[src/rtl/keccak_squeeze_pkg.sv]
// Shared Keccak definitions: state/lane widths, SHAKE rates, squeeze FSM states
// and the (x,y) -> lane index mapping used by both absorb and squeeze paths.
package keccak_pkg;

    localparam int STATE_W       = 1600;
    localparam int LANE_W        = 64;
    localparam int RATE_SHAKE128 = 21;
    localparam int RATE_SHAKE256 = 17;

    typedef enum logic [1:0] {
        SQZ_IDLE,
        SQZ_REQ,
        SQZ_WAIT,
        SQZ_STREAM
    } sqz_state_e;

    function automatic int lane_index(input int x, input int y);
        return 5 * y + x;
    endfunction

endpackage

[src/rtl/keccak_squeeze_if.sv]
// Squeeze-side bus: start/length request, permutation handshake and lane stream.
// rate_sel exists only when KECCAK_SQZ_RUNTIME_RATE_EN is defined.
interface keccak_squeeze_if
    import keccak_pkg::*;
#(
    parameter int LEN_W = 16
);

    logic                 start;
    logic [LEN_W-1:0]     out_len;
`ifdef KECCAK_SQZ_RUNTIME_RATE_EN
    logic                 rate_sel;
`endif
    logic                 perm_req;
    logic                 state_valid;
    logic [0:STATE_W-1]   state_in;
    logic [LANE_W-1:0]    dout;
    logic                 dout_valid;
    logic                 dout_ready;
    logic                 dout_last;
    logic                 busy;
    logic                 done;

    // slave is the squeeze controller, master is whoever drives it
    modport slave (
`ifdef KECCAK_SQZ_RUNTIME_RATE_EN
        input  rate_sel,
`endif
        input  start, out_len, state_valid, state_in, dout_ready,
        output perm_req, dout, dout_valid, dout_last, busy, done
    );

    modport master (
`ifdef KECCAK_SQZ_RUNTIME_RATE_EN
        output rate_sel,
`endif
        output start, out_len, state_valid, state_in, dout_ready,
        input  perm_req, dout, dout_valid, dout_last, busy, done
    );

endinterface

[src/rtl/keccak_squeeze_lane_sel.sv]
// Combinational lane mux: picks lane idx out of a packed lane buffer.
// Out-of-range indices return zero.
module keccak_lane_sel
    import keccak_pkg::*;
#(
    parameter int N_LANES = 21,
    parameter int IDX_W   = 5
) (
    input  logic [N_LANES-1:0][LANE_W-1:0] lanes,
    input  logic [IDX_W-1:0]               idx,
    output logic [LANE_W-1:0]              lane
);

    always_comb begin
        lane = '0;
        for (int i = 0; i < N_LANES; i++) begin
            if (idx == IDX_W'(i)) lane = lanes[i];
        end
    end

endmodule

[src/rtl/keccak_squeeze.sv]
// Keccak squeeze controller: buffers the rate lanes of each permuted state and
// streams them as 64-bit lanes. Optional KECCAK_SQZ_RUNTIME_RATE_EN adds rate_sel.
module keccak_squeeze
    import keccak_pkg::*;
#(
    parameter int RATE_LANES = 21,
    parameter int LEN_W      = 16
) (
    input  logic             clk,
    input  logic             rst_n,
    keccak_squeeze_if.slave  bus
);

`ifdef KECCAK_SQZ_RUNTIME_RATE_EN
    localparam int BUF_LANES = RATE_SHAKE128;
`else
    localparam int BUF_LANES = RATE_LANES;
`endif
    localparam int IDX_W = (BUF_LANES > 1) ? $clog2(BUF_LANES) : 1;

    sqz_state_e                        state_q, state_d;
    logic [LEN_W-1:0]                  remaining_q, remaining_d;
    logic [IDX_W-1:0]                  lane_idx_q, lane_idx_d;
    logic [BUF_LANES-1:0][LANE_W-1:0]  buf_q, buf_d;
    logic                              perm_req_q, perm_req_d;
    logic                              dout_valid_q, dout_valid_d;
    logic                              dout_last_q, dout_last_d;
    logic                              busy_q, busy_d;
    logic                              done_q, done_d;
    logic [LANE_W-1:0]                 dout_q, dout_d;
    logic                              load_dout;
    logic [LANE_W-1:0]                 sel_lane;
    logic [IDX_W-1:0]                  last_idx;

`ifdef KECCAK_SQZ_RUNTIME_RATE_EN
    logic [IDX_W-1:0]                  last_idx_q, last_idx_d;
    assign last_idx = last_idx_q;
`else
    assign last_idx = IDX_W'(RATE_LANES - 1);
`endif

    always_comb begin
        state_d      = state_q;
        remaining_d  = remaining_q;
        lane_idx_d   = lane_idx_q;
        buf_d        = buf_q;
        perm_req_d   = 1'b0;
        dout_valid_d = dout_valid_q;
        dout_last_d  = dout_last_q;
        busy_d       = busy_q;
        done_d       = 1'b0;
        load_dout    = 1'b0;
`ifdef KECCAK_SQZ_RUNTIME_RATE_EN
        last_idx_d   = last_idx_q;
`endif
        case (state_q)
            SQZ_IDLE: begin
                if (bus.start) begin
                    if (bus.out_len != '0) begin
                        remaining_d = bus.out_len;
                        state_d     = SQZ_REQ;
                        perm_req_d  = 1'b1;
                        busy_d      = 1'b1;
`ifdef KECCAK_SQZ_RUNTIME_RATE_EN
                        last_idx_d  = bus.rate_sel ? IDX_W'(RATE_SHAKE256 - 1)
                                                   : IDX_W'(RATE_SHAKE128 - 1);
`endif
                    end else begin
                        done_d = 1'b1;
                    end
                end
            end
            SQZ_REQ: begin
                state_d = SQZ_WAIT;
            end
            SQZ_WAIT: begin
                if (bus.state_valid) begin
                    // capacity lanes (beyond the active rate) are never captured
                    for (int y = 0; y < 5; y++) begin
                        for (int x = 0; x < 5; x++) begin
                            if (lane_index(x, y) < BUF_LANES) begin
                                for (int z = 0; z < LANE_W; z++) begin
                                    buf_d[lane_index(x, y)][z] =
                                        (IDX_W'(lane_index(x, y)) <= last_idx) &&
                                        bus.state_in[LANE_W * lane_index(x, y) + z];
                                end
                            end
                        end
                    end
                    lane_idx_d   = '0;
                    state_d      = SQZ_STREAM;
                    dout_valid_d = 1'b1;
                    dout_last_d  = (remaining_q == LEN_W'(1));
                    load_dout    = 1'b1;
                end
            end
            SQZ_STREAM: begin
                if (dout_valid_q && bus.dout_ready) begin
                    remaining_d = remaining_q - LEN_W'(1);
                    lane_idx_d  = lane_idx_q + IDX_W'(1);
                    if (remaining_q == LEN_W'(1)) begin
                        state_d      = SQZ_IDLE;
                        done_d       = 1'b1;
                        busy_d       = 1'b0;
                        dout_valid_d = 1'b0;
                        dout_last_d  = 1'b0;
                    end else if (lane_idx_q == last_idx) begin
                        state_d      = SQZ_REQ;
                        perm_req_d   = 1'b1;
                        dout_valid_d = 1'b0;
                        dout_last_d  = 1'b0;
                    end else begin
                        dout_last_d  = (remaining_d == LEN_W'(1));
                        load_dout    = 1'b1;
                    end
                end
            end
            default: begin
                state_d = SQZ_IDLE;
            end
        endcase
    end

    // Registered dout looks ahead at the next buffer/index so lane 0 appears
    // one cycle after state_valid.
    keccak_lane_sel #(
        .N_LANES (BUF_LANES),
        .IDX_W   (IDX_W)
    ) u_lane_sel (
        .lanes (buf_d),
        .idx   (lane_idx_d),
        .lane  (sel_lane)
    );

    always_comb begin
        dout_d = dout_q;
        if (load_dout) dout_d = sel_lane;
    end

    always_ff @(posedge clk or negedge rst_n) begin
        if (!rst_n) begin
            state_q      <= SQZ_IDLE;
            remaining_q  <= '0;
            lane_idx_q   <= '0;
            buf_q        <= '0;
            perm_req_q   <= 1'b0;
            dout_valid_q <= 1'b0;
            dout_last_q  <= 1'b0;
            busy_q       <= 1'b0;
            done_q       <= 1'b0;
            dout_q       <= '0;
`ifdef KECCAK_SQZ_RUNTIME_RATE_EN
            last_idx_q   <= IDX_W'(RATE_SHAKE128 - 1);
`endif
        end else begin
            state_q      <= state_d;
            remaining_q  <= remaining_d;
            lane_idx_q   <= lane_idx_d;
            buf_q        <= buf_d;
            perm_req_q   <= perm_req_d;
            dout_valid_q <= dout_valid_d;
            dout_last_q  <= dout_last_d;
            busy_q       <= busy_d;
            done_q       <= done_d;
            dout_q       <= dout_d;
`ifdef KECCAK_SQZ_RUNTIME_RATE_EN
            last_idx_q   <= last_idx_d;
`endif
        end
    end

    assign bus.perm_req   = perm_req_q;
    assign bus.dout       = dout_q;
    assign bus.dout_valid = dout_valid_q;
    assign bus.dout_last  = dout_last_q;
    assign bus.busy       = busy_q;
    assign bus.done       = done_q;

endmodule

[src/flat_wrapper.sv]
// flat-port wrapper written by rule: the top's interface ports become plain ports
module keccak_squeeze_flat import keccak_pkg::*;
#(
    parameter int RATE_LANES = 21,
    parameter int LEN_W      = 16
)
  (clk, rst_n, bus_start, bus_out_len, bus_state_valid, bus_state_in, bus_dout_ready, bus_perm_req, bus_dout, bus_dout_valid, bus_dout_last, bus_busy, bus_done);
  keccak_squeeze_if #(.LEN_W(LEN_W)) bus_i ();
  input  logic clk;
  input  logic rst_n;
  input wire logic [$bits(bus_i.start)-1:0] bus_start;
  input wire logic [$bits(bus_i.out_len)-1:0] bus_out_len;
  input wire logic [$bits(bus_i.state_valid)-1:0] bus_state_valid;
  input wire logic [$bits(bus_i.state_in)-1:0] bus_state_in;
  input wire logic [$bits(bus_i.dout_ready)-1:0] bus_dout_ready;
  output wire logic [$bits(bus_i.perm_req)-1:0] bus_perm_req;
  output wire logic [$bits(bus_i.dout)-1:0] bus_dout;
  output wire logic [$bits(bus_i.dout_valid)-1:0] bus_dout_valid;
  output wire logic [$bits(bus_i.dout_last)-1:0] bus_dout_last;
  output wire logic [$bits(bus_i.busy)-1:0] bus_busy;
  output wire logic [$bits(bus_i.done)-1:0] bus_done;
  assign bus_i.start = bus_start;
  assign bus_i.out_len = bus_out_len;
  assign bus_i.state_valid = bus_state_valid;
  assign bus_i.state_in = bus_state_in;
  assign bus_i.dout_ready = bus_dout_ready;
  assign bus_perm_req = bus_i.perm_req;
  assign bus_dout = bus_i.dout;
  assign bus_dout_valid = bus_i.dout_valid;
  assign bus_dout_last = bus_i.dout_last;
  assign bus_busy = bus_i.busy;
  assign bus_done = bus_i.done;
  keccak_squeeze #(.RATE_LANES(RATE_LANES), .LEN_W(LEN_W)) u_core (.clk(clk), .rst_n(rst_n), .bus(bus_i));
endmodule
[config.mk]
export PLATFORM = sky130hd
export DESIGN_NAME = keccak_squeeze_flat
export DESIGN_NICKNAME = d
export VERILOG_FILES = /design/src/rtl/keccak_squeeze_pkg.sv /design/src/rtl/keccak_squeeze_if.sv /design/src/rtl/keccak_squeeze_lane_sel.sv /design/src/rtl/keccak_squeeze.sv /design/src/flat_wrapper.sv
export SDC_FILE = /design/constraint.sdc
export NUM_CORES = 2
export LEC_CHECK = 0
export BUFFER_PORTS_ARGS = -buffer_cell sky130_fd_sc_hd__buf_2
export CORE_AREA = 10 10 642 644
export CTS_CLUSTER_DIAMETER = 60
export DETAILED_ROUTE_END_ITERATION = 16
export DIE_AREA = 0 0 652 654
export HOLD_SLACK_MARGIN = 0.02
export PLACE_DENSITY = 0.43
export SYNTH_ARGS = -nofsm -noshare
export SYNTH_HDL_FRONTEND = slang
export SYNTH_SLANG_ARGS = --single-unit
[constraint.sdc]
create_clock -name clk -period 4.63 [get_ports clk]
set_clock_uncertainty 0.05 [all_clocks]
set_input_delay 0.926 -clock clk [delete_from_list [all_inputs] [get_ports clk]]
set_output_delay 0.926 -clock clk [all_outputs]
set_load 0.1 [all_outputs]
======== Word-level counts from Yosys, hierarchy flattened ========
Index checks and enable logic that the tools add are counted.
word-level totals
  logic and storage cells ................. 143
  input bits .............................. 1621
  output and inout port bits .............. 69
  register bits after elaboration ......... 1436
operators by class
  reduce and logical (&&, ||, !) cells .... 11
  muxes and demuxes ....................... 68
  eq/ne operators ......................... 32
  add/sub/neg operators ................... 2
operators by type and width
  cell                                                                   number
  1344-bit 2-to-1 mux                                                    2
  64-bit 2-to-1 mux                                                      21
  16-bit 2-to-1 mux                                                      3
  5-bit by 4-bit == test with 1-bit output (second input constant)       8
  16-bit by 1-bit == test with 1-bit output (second input constant)      2
  16-bit one-hot mux with 2 select lines                                 1
  5-bit == test (second input constant)                                  6
  1-bit 2-to-1 mux                                                       25
  5-bit by 3-bit == test with 1-bit output (second input constant)       4
  16-bit nonzero test                                                    1
  16-bit by 1-bit subtractor with 16-bit output (second input constant)  1
  2-bit 2-to-1 mux                                                       6
  1-bit one-hot mux with 2 select lines                                  6
  5-bit by 2-bit == test with 1-bit output (second input constant)       2
  5-bit 2-to-1 mux                                                       2
  5-bit one-hot mux with 2 select lines                                  1
  5-bit AND reduction                                                    2
  2-bit one-hot mux with 4 select lines                                  1
  4-bit AND reduction                                                    2
  2-bit by 1-bit != test with 1-bit output (second input constant)       3
  5-bit by 1-bit adder with 5-bit output (second input constant)         1
  5-bit by 1-bit == test with 1-bit output (second input constant)       1
  5-bit zero test                                                        1
  2-bit == test (second input constant)                                  2
  other kinds (7)                                                        9

======== Longest topological paths before layout ========
  depth after elaboration ................. 25
  gate-level depth with buffers ........... 17
  mapped depth without buffers ............ 11

======== Hierarchy ========
A second synthesis with hierarchy kept.
second synthesis, totals
  cell total of the unflattened synthesis .. 5134
  area, all modules ....................... 65743.1 sq um
modules (own cells, without submodules)
  module           sequential area each (sq um)  area each (sq um)  cells an instance  instances
  keccak_squeeze   35934.5                       53618.9            3200               1
  keccak_lane_sel  0.0                           12124.1            1934               1

======== Least setup slack after synthesis ========
No wires, ideal clock.
  path kind ............................... reg2reg
  start ................................... register u_core.dout_valid_q (netlist: u_core.bus.dout_valid)
  end ..................................... register u_core.dout_q[0] (netlist: u_core.bus.dout[0])
  clock period less this slack ............ 3.375 ns
  data required time ...................... 4.454 ns
  slack ................................... 1.255 ns
  path buffers ............................ 4
  cell stages (with the launch flop) ...... 13
  arrival ................................. 3.199 ns
  setup time .............................. 0.126 ns
  path through ............................ dfrtp_1 -> buf_2 -> nand4_4 -> o2bb2ai_2 -> nor2_2 -> inv_2 -> o211ai_1 -> buf_2 -> nand2_2 -> buf_2 -> buf_2 -> nor3_1 -> a221o_1
between the ends
  word-level cells in the longest chain between the ends .. 25
  elaborated cells between the ends (all ways) .. 47
  classes of those cells .................. 20 x eq/ne; 25 x mux; 2 x reduce/logical
RTL lines
  item                                   RTL line                       source
  start, declared                        keccak_squeeze.sv:26           logic dout_valid_q, dout_valid_d;
  start signal, assigned                 keccak_squeeze.sv:161          dout_valid_q <= dout_valid_d;
  1-bit logical AND (*)                  keccak_squeeze.sv:98           if (dout_valid_q && bus.dout_ready) begin
  5-bit 2-to-1 mux                       keccak_squeeze.sv:98
  5-bit one-hot mux with 2 select lines  keccak_squeeze.sv:56           case (state_q)
  5-bit zero test                        keccak_squeeze_lane_sel.sv:17  if (idx == IDX_W'(i)) lane = lanes[i];
  64-bit 2-to-1 mux (21 in series)       keccak_squeeze_lane_sel.sv:17
  end signal, assigned                   keccak_squeeze.sv:165          dout_q <= dout_d;
  end, declared                          keccak_squeeze.sv:30           logic [LANE_W-1:0] dout_q, dout_d;
Mark *: on every way between the ends. The rest lies on a longest branch, timed or not.
A chain may end at the register's enable or synchronous reset.

======== Worst setup path after layout ========
  start ................................... register u_core.state_q[0]
  end ..................................... register u_core.dout_q[56] (netlist: u_core.bus.dout[56])
between the ends
  word-level cells in the longest chain between the ends .. 24
  elaborated cells between the ends (all ways) .. 47
  classes of those cells .................. 22 x eq/ne; 24 x mux; 1 x reduce/logical
RTL lines
  item                                   RTL line                       source
  start, declared                        keccak_squeeze.sv:21           sqz_state_e state_q, state_d;
  start signal, assigned                 keccak_squeeze.sv:156          state_q <= state_d;
  2-bit == test                          keccak_squeeze.sv:56
  5-bit one-hot mux with 2 select lines  keccak_squeeze.sv:56
  5-bit zero test                        keccak_squeeze_lane_sel.sv:17
  64-bit 2-to-1 mux (21 in series)       keccak_squeeze_lane_sel.sv:17
Parallel ways exist; a longest one is shown, timed or not.

==> flow_summary.toml <==
[run_status]
run_status = "finished clean"

[layout]
design.final.nets = 10764
synthToLayoutAreaGrowth_pct = 34.64
post-route-cell-area_um2 = 88020
postLayoutCoreUtil_pct = 22.09
n_fill_cell = 44551
layout-drive-gt1-share_pct = 24.46

[cts]
clk_latency_ps = 920
tritoncts = "yes"
tritoncts.num_buffers = 210
clk_pin_slew_ps = 60
max-clock-path-buffers = 4
clockRootBuffer = "sky130_fd_sc_hd__clkbuf_16"
clock_sinks = 1436
h-tree-depth = 4

[timing]
finalSetupViolCount = 0
transition_time_of_the_tightest_slew_check_pin_ps = 1339
min_period_ps = 4429
finalHoldViolations = 0
relSlewSlack_pct = 9.814
tns_ps = 0
fin_worst_hold_slack_ps = 152.4
fmax_ghz = 0.2258
rsz0062_at_grt = "no"
maxSlewViolCount = 0
period_share_pct = 95.65

[logic_synthesis]
synth.net_count = 9317
post_synth_inst_count = 7687
post-synth-top-area-fraction_pct = 54.97
synth_ff_type = "sky130_fd_sc_hd__dfrtp_1"
yosys.cell_types.count = 109
synthesis.area_per_instance_um2 = 8.505
post_synthesis_async_set_or_reset_flop_share_pct = 100.0
yosysTopAreaCell = "sky130_fd_sc_hd__dfrtp_1"
most_frequent_cells_after_synthesis = "3901 x sky130_fd_sc_hd__nand2_1, 1436 x sky130_fd_sc_hd__dfrtp_1, 237 x sky130_fd_sc_hd__nor2_1"
yosys-top-cells-area = "sky130_fd_sc_hd__dfrtp_1 55%, sky130_fd_sc_hd__nand2_1 22%, sky130_fd_sc_hd__a22oi_1 1.9%, sky130_fd_sc_hd__buf_2 1.6%, sky130_fd_sc_hd__o22ai_1 1.5%"
synth_most_common_cell = "sky130_fd_sc_hd__nand2_1"
synth_sequential_area_ratio_pct = 54.97
yosysWarningCount = 0
mapped_area_um2 = 65380
synth_edf_count = 0
synth.ff_latch_count = 1436

[drt]
dr.first_iter.drc_count = 5555
detailedRoute.firstPassIterationCount = 6
dr_wl_cell_um = 29.11
vias_per_cell = 4.256
totalWireLength_um = 429700
route.antenna.remaining_nets = 0
dr_total_vias = 62832
drt_drc_violations_left = 0

[worst_setup_path]
worstSetupPathType = "register to register"
regToRegSetupSlack_ps = 200
cp_common_cell = "sky130_fd_sc_hd__nor2_1"
cp_data_required_time_ps = 5360
worstPathBufferInverterCount = 2
cp_data_arrival_time_ps = 5160
crit_path_max_fanout = 26
critical_path_cell_by_cell = "inv_1 -> ha_1 -> mux2_4 -> o221a_4 -> buf_12 -> mux4_2 -> nor2_1 -> o211ai_1 -> nor4b_1 -> a2111oi_0 -> nor2_1"
worstSetupStartpointType = "register"
critPathMaxStageDelay_ps = 760
endpoint_kind = "register"
critical_path_cell_count = 11
worst-r2r-cell-count = 11
worst_path_dominant_cell_family = "compound AO/OA/AOI/OAI gates"
critical_path.slowest_cell = "sky130_fd_sc_hd__a2111oi_0"

[pwr]
static-leakage-power_nw = 44.15
power.density_cell_area_nw_per_um2 = 737.7
worst_ir_drop_vdd_mv = 0.6534

[floorplan]
initial_core_util_pct = 16.40
die-height_um = 654
row_count = 232
design.core.area_um2 = 398600
die_width_um = 652
dieArea_um2 = 426400
top_level_ports = 1690

[place]
place_hpwl_um = 343500
buffer_ports.inserted = 1433
place_area_um2 = 80270
gpl_congestion = 0.8737

[grt]
grt_start_max_net_pins = 131
antenna_found_initial = 313
grt_pass1_vias = 62701
grt_remaining_overflow = 0
first_pass_grt_wire_length_um = 563600
globalRouteTotalUtil_pct = 19.12

[job]
cap_violations = 0

[worst_hold_path]
holdPathStages = 3
worst_hold_path_type = "input pin to register"
-- sequential cells by signal, indices dropped and copies added, names as in the netlist --
signal                 flops
u_core.buf_q            1344
u_core.bus.busy            1
u_core.bus.done            1
u_core.bus.dout           64
u_core.bus.dout_last       1
u_core.bus.dout_valid      1
u_core.bus.perm_req        1
u_core.lane_idx_q          5
u_core.remaining_q        16
u_core.state_q             2
-- final timing paths --
path | start | endpoint
setup / recovery | u_core.state_q[0] | u_core.bus.dout[56]
min in group asynchronous | rst_n | u_core.buf_q[1117]
setup reg to reg | u_core.state_q[0] | u_core.bus.dout[56]
hold / removal | bus_state_in[1511] | u_core.buf_q[88]
max in group asynchronous | rst_n | u_core.buf_q[162]
hold reg to reg | u_core.buf_q[1175] | u_core.buf_q[1175]
-- what timing repair did --
action / in CTS / in global routing
endpoints found under the hold margin: 36 / 0
setup endpoints to repair: 0 / 1
buffers inserted: 0 / 0
gates resized for setup: 0 / 1
hold buffers: 1 / 0
-- kinds of logic after synthesis --
group                      after synthesis  synth area share (%)
and+or+nand+nor                       4512                 27.47
DFF                                   1436                 54.97
AOI/OAI and AO/OA                     1062                 11.44
buffers and inverters                  534                 3.627
muxes                                  130                 2.274
adders and majority gates                9                0.1722
xor gates and xnor gates                 4               0.05360
-- worst min-delay path: cells and delay by family --
| kind | cells | cell delay, ps |
|---|---|---|
| buffers and inverters | 1 | 80 |
| and+or+nand+nor | 2 | 80 |
-- through the flow --
step	total power, W	cells	setup WS, ps
floorplan	0.03508	7687	1255
global placement	0.04831	14186	-17.51
detailed placement	0.04854	14186	-23.18
CTS	0.06580	14573	109.2
global route	0.06870	14721	64.86
finish	0.06493	14763	201.4
-- placed cells by master (no fill, tap or decap), types with 20 or more instances in the layout --
cell type,instances
sky130_fd_sc_hd__nand2_1,3893
sky130_fd_sc_hd__dfrtp_1,1436
sky130_fd_sc_hd__buf_2,1432
sky130_fd_sc_hd__buf_4,241
sky130_fd_sc_hd__nor2_1,223
sky130_fd_sc_hd__clkbuf_16,212
sky130_fd_sc_hd__diode_2,190
sky130_fd_sc_hd__a22oi_1,165
sky130_fd_sc_hd__o22ai_1,159
sky130_fd_sc_hd__o21ai_0,145
sky130_fd_sc_hd__a21oi_1,135
sky130_fd_sc_hd__nand3_1,95
sky130_fd_sc_hd__mux2_2,84
sky130_fd_sc_hd__a31oi_1,81
sky130_fd_sc_hd__buf_12,63
sky130_fd_sc_hd__nor3_1,51
sky130_fd_sc_hd__clkbuf_1,48
sky130_fd_sc_hd__or3_1,46
sky130_fd_sc_hd__and3_1,42
sky130_fd_sc_hd__a21o_1,38
sky130_fd_sc_hd__mux2i_1,37
sky130_fd_sc_hd__nand4_1,33
sky130_fd_sc_hd__a211oi_1,32
sky130_fd_sc_hd__inv_1,29
sky130_fd_sc_hd__clkbuf_8,29
sky130_fd_sc_hd__a32oi_1,24
sky130_fd_sc_hd__o211ai_1,24
sky130_fd_sc_hd__inv_6,23
sky130_fd_sc_hd__bufinv_16,21
sky130_fd_sc_hd__clkinv_2,20
-- power by group --
| group | total (W) | switching, W | internal [W] |
|---|---|---|---|
| clock | 0.0170 | 0.00681 | 0.0102 |
| sequential | 0.0198 | 0.00165 | 0.0182 |
| combinational | 0.0281 | 0.0201 | 0.00802 |
| total | 0.0649 | 0.0286 | 0.0363 |
-- per-layer routing --
layer / wire (um) / track usage, % / up-vias
met5: 748 / 0 / -
met4: 21200 / 9.326 / 120
met3: 29260 / 4.805 / 833
met2: 205900 / 31.68 / 2427
met1: 172600 / 23.11 / 30849
li1: - / - / 28603
-- layout make-up --
type	instances	area, um2	share of cell area [%]
multi-input combinational	5717	27380	31.11
inverter	32	130.1	0.1478
timing repair buffer	1737	10250	11.64
clock buffer	289	5884	6.685
clock inverter	97	1380	1.568
tap	5265	6588	7.484
antenna	190	475.5	0.5402
sequential	1436	35930	40.82
Power figures use the tool's default switching activity.
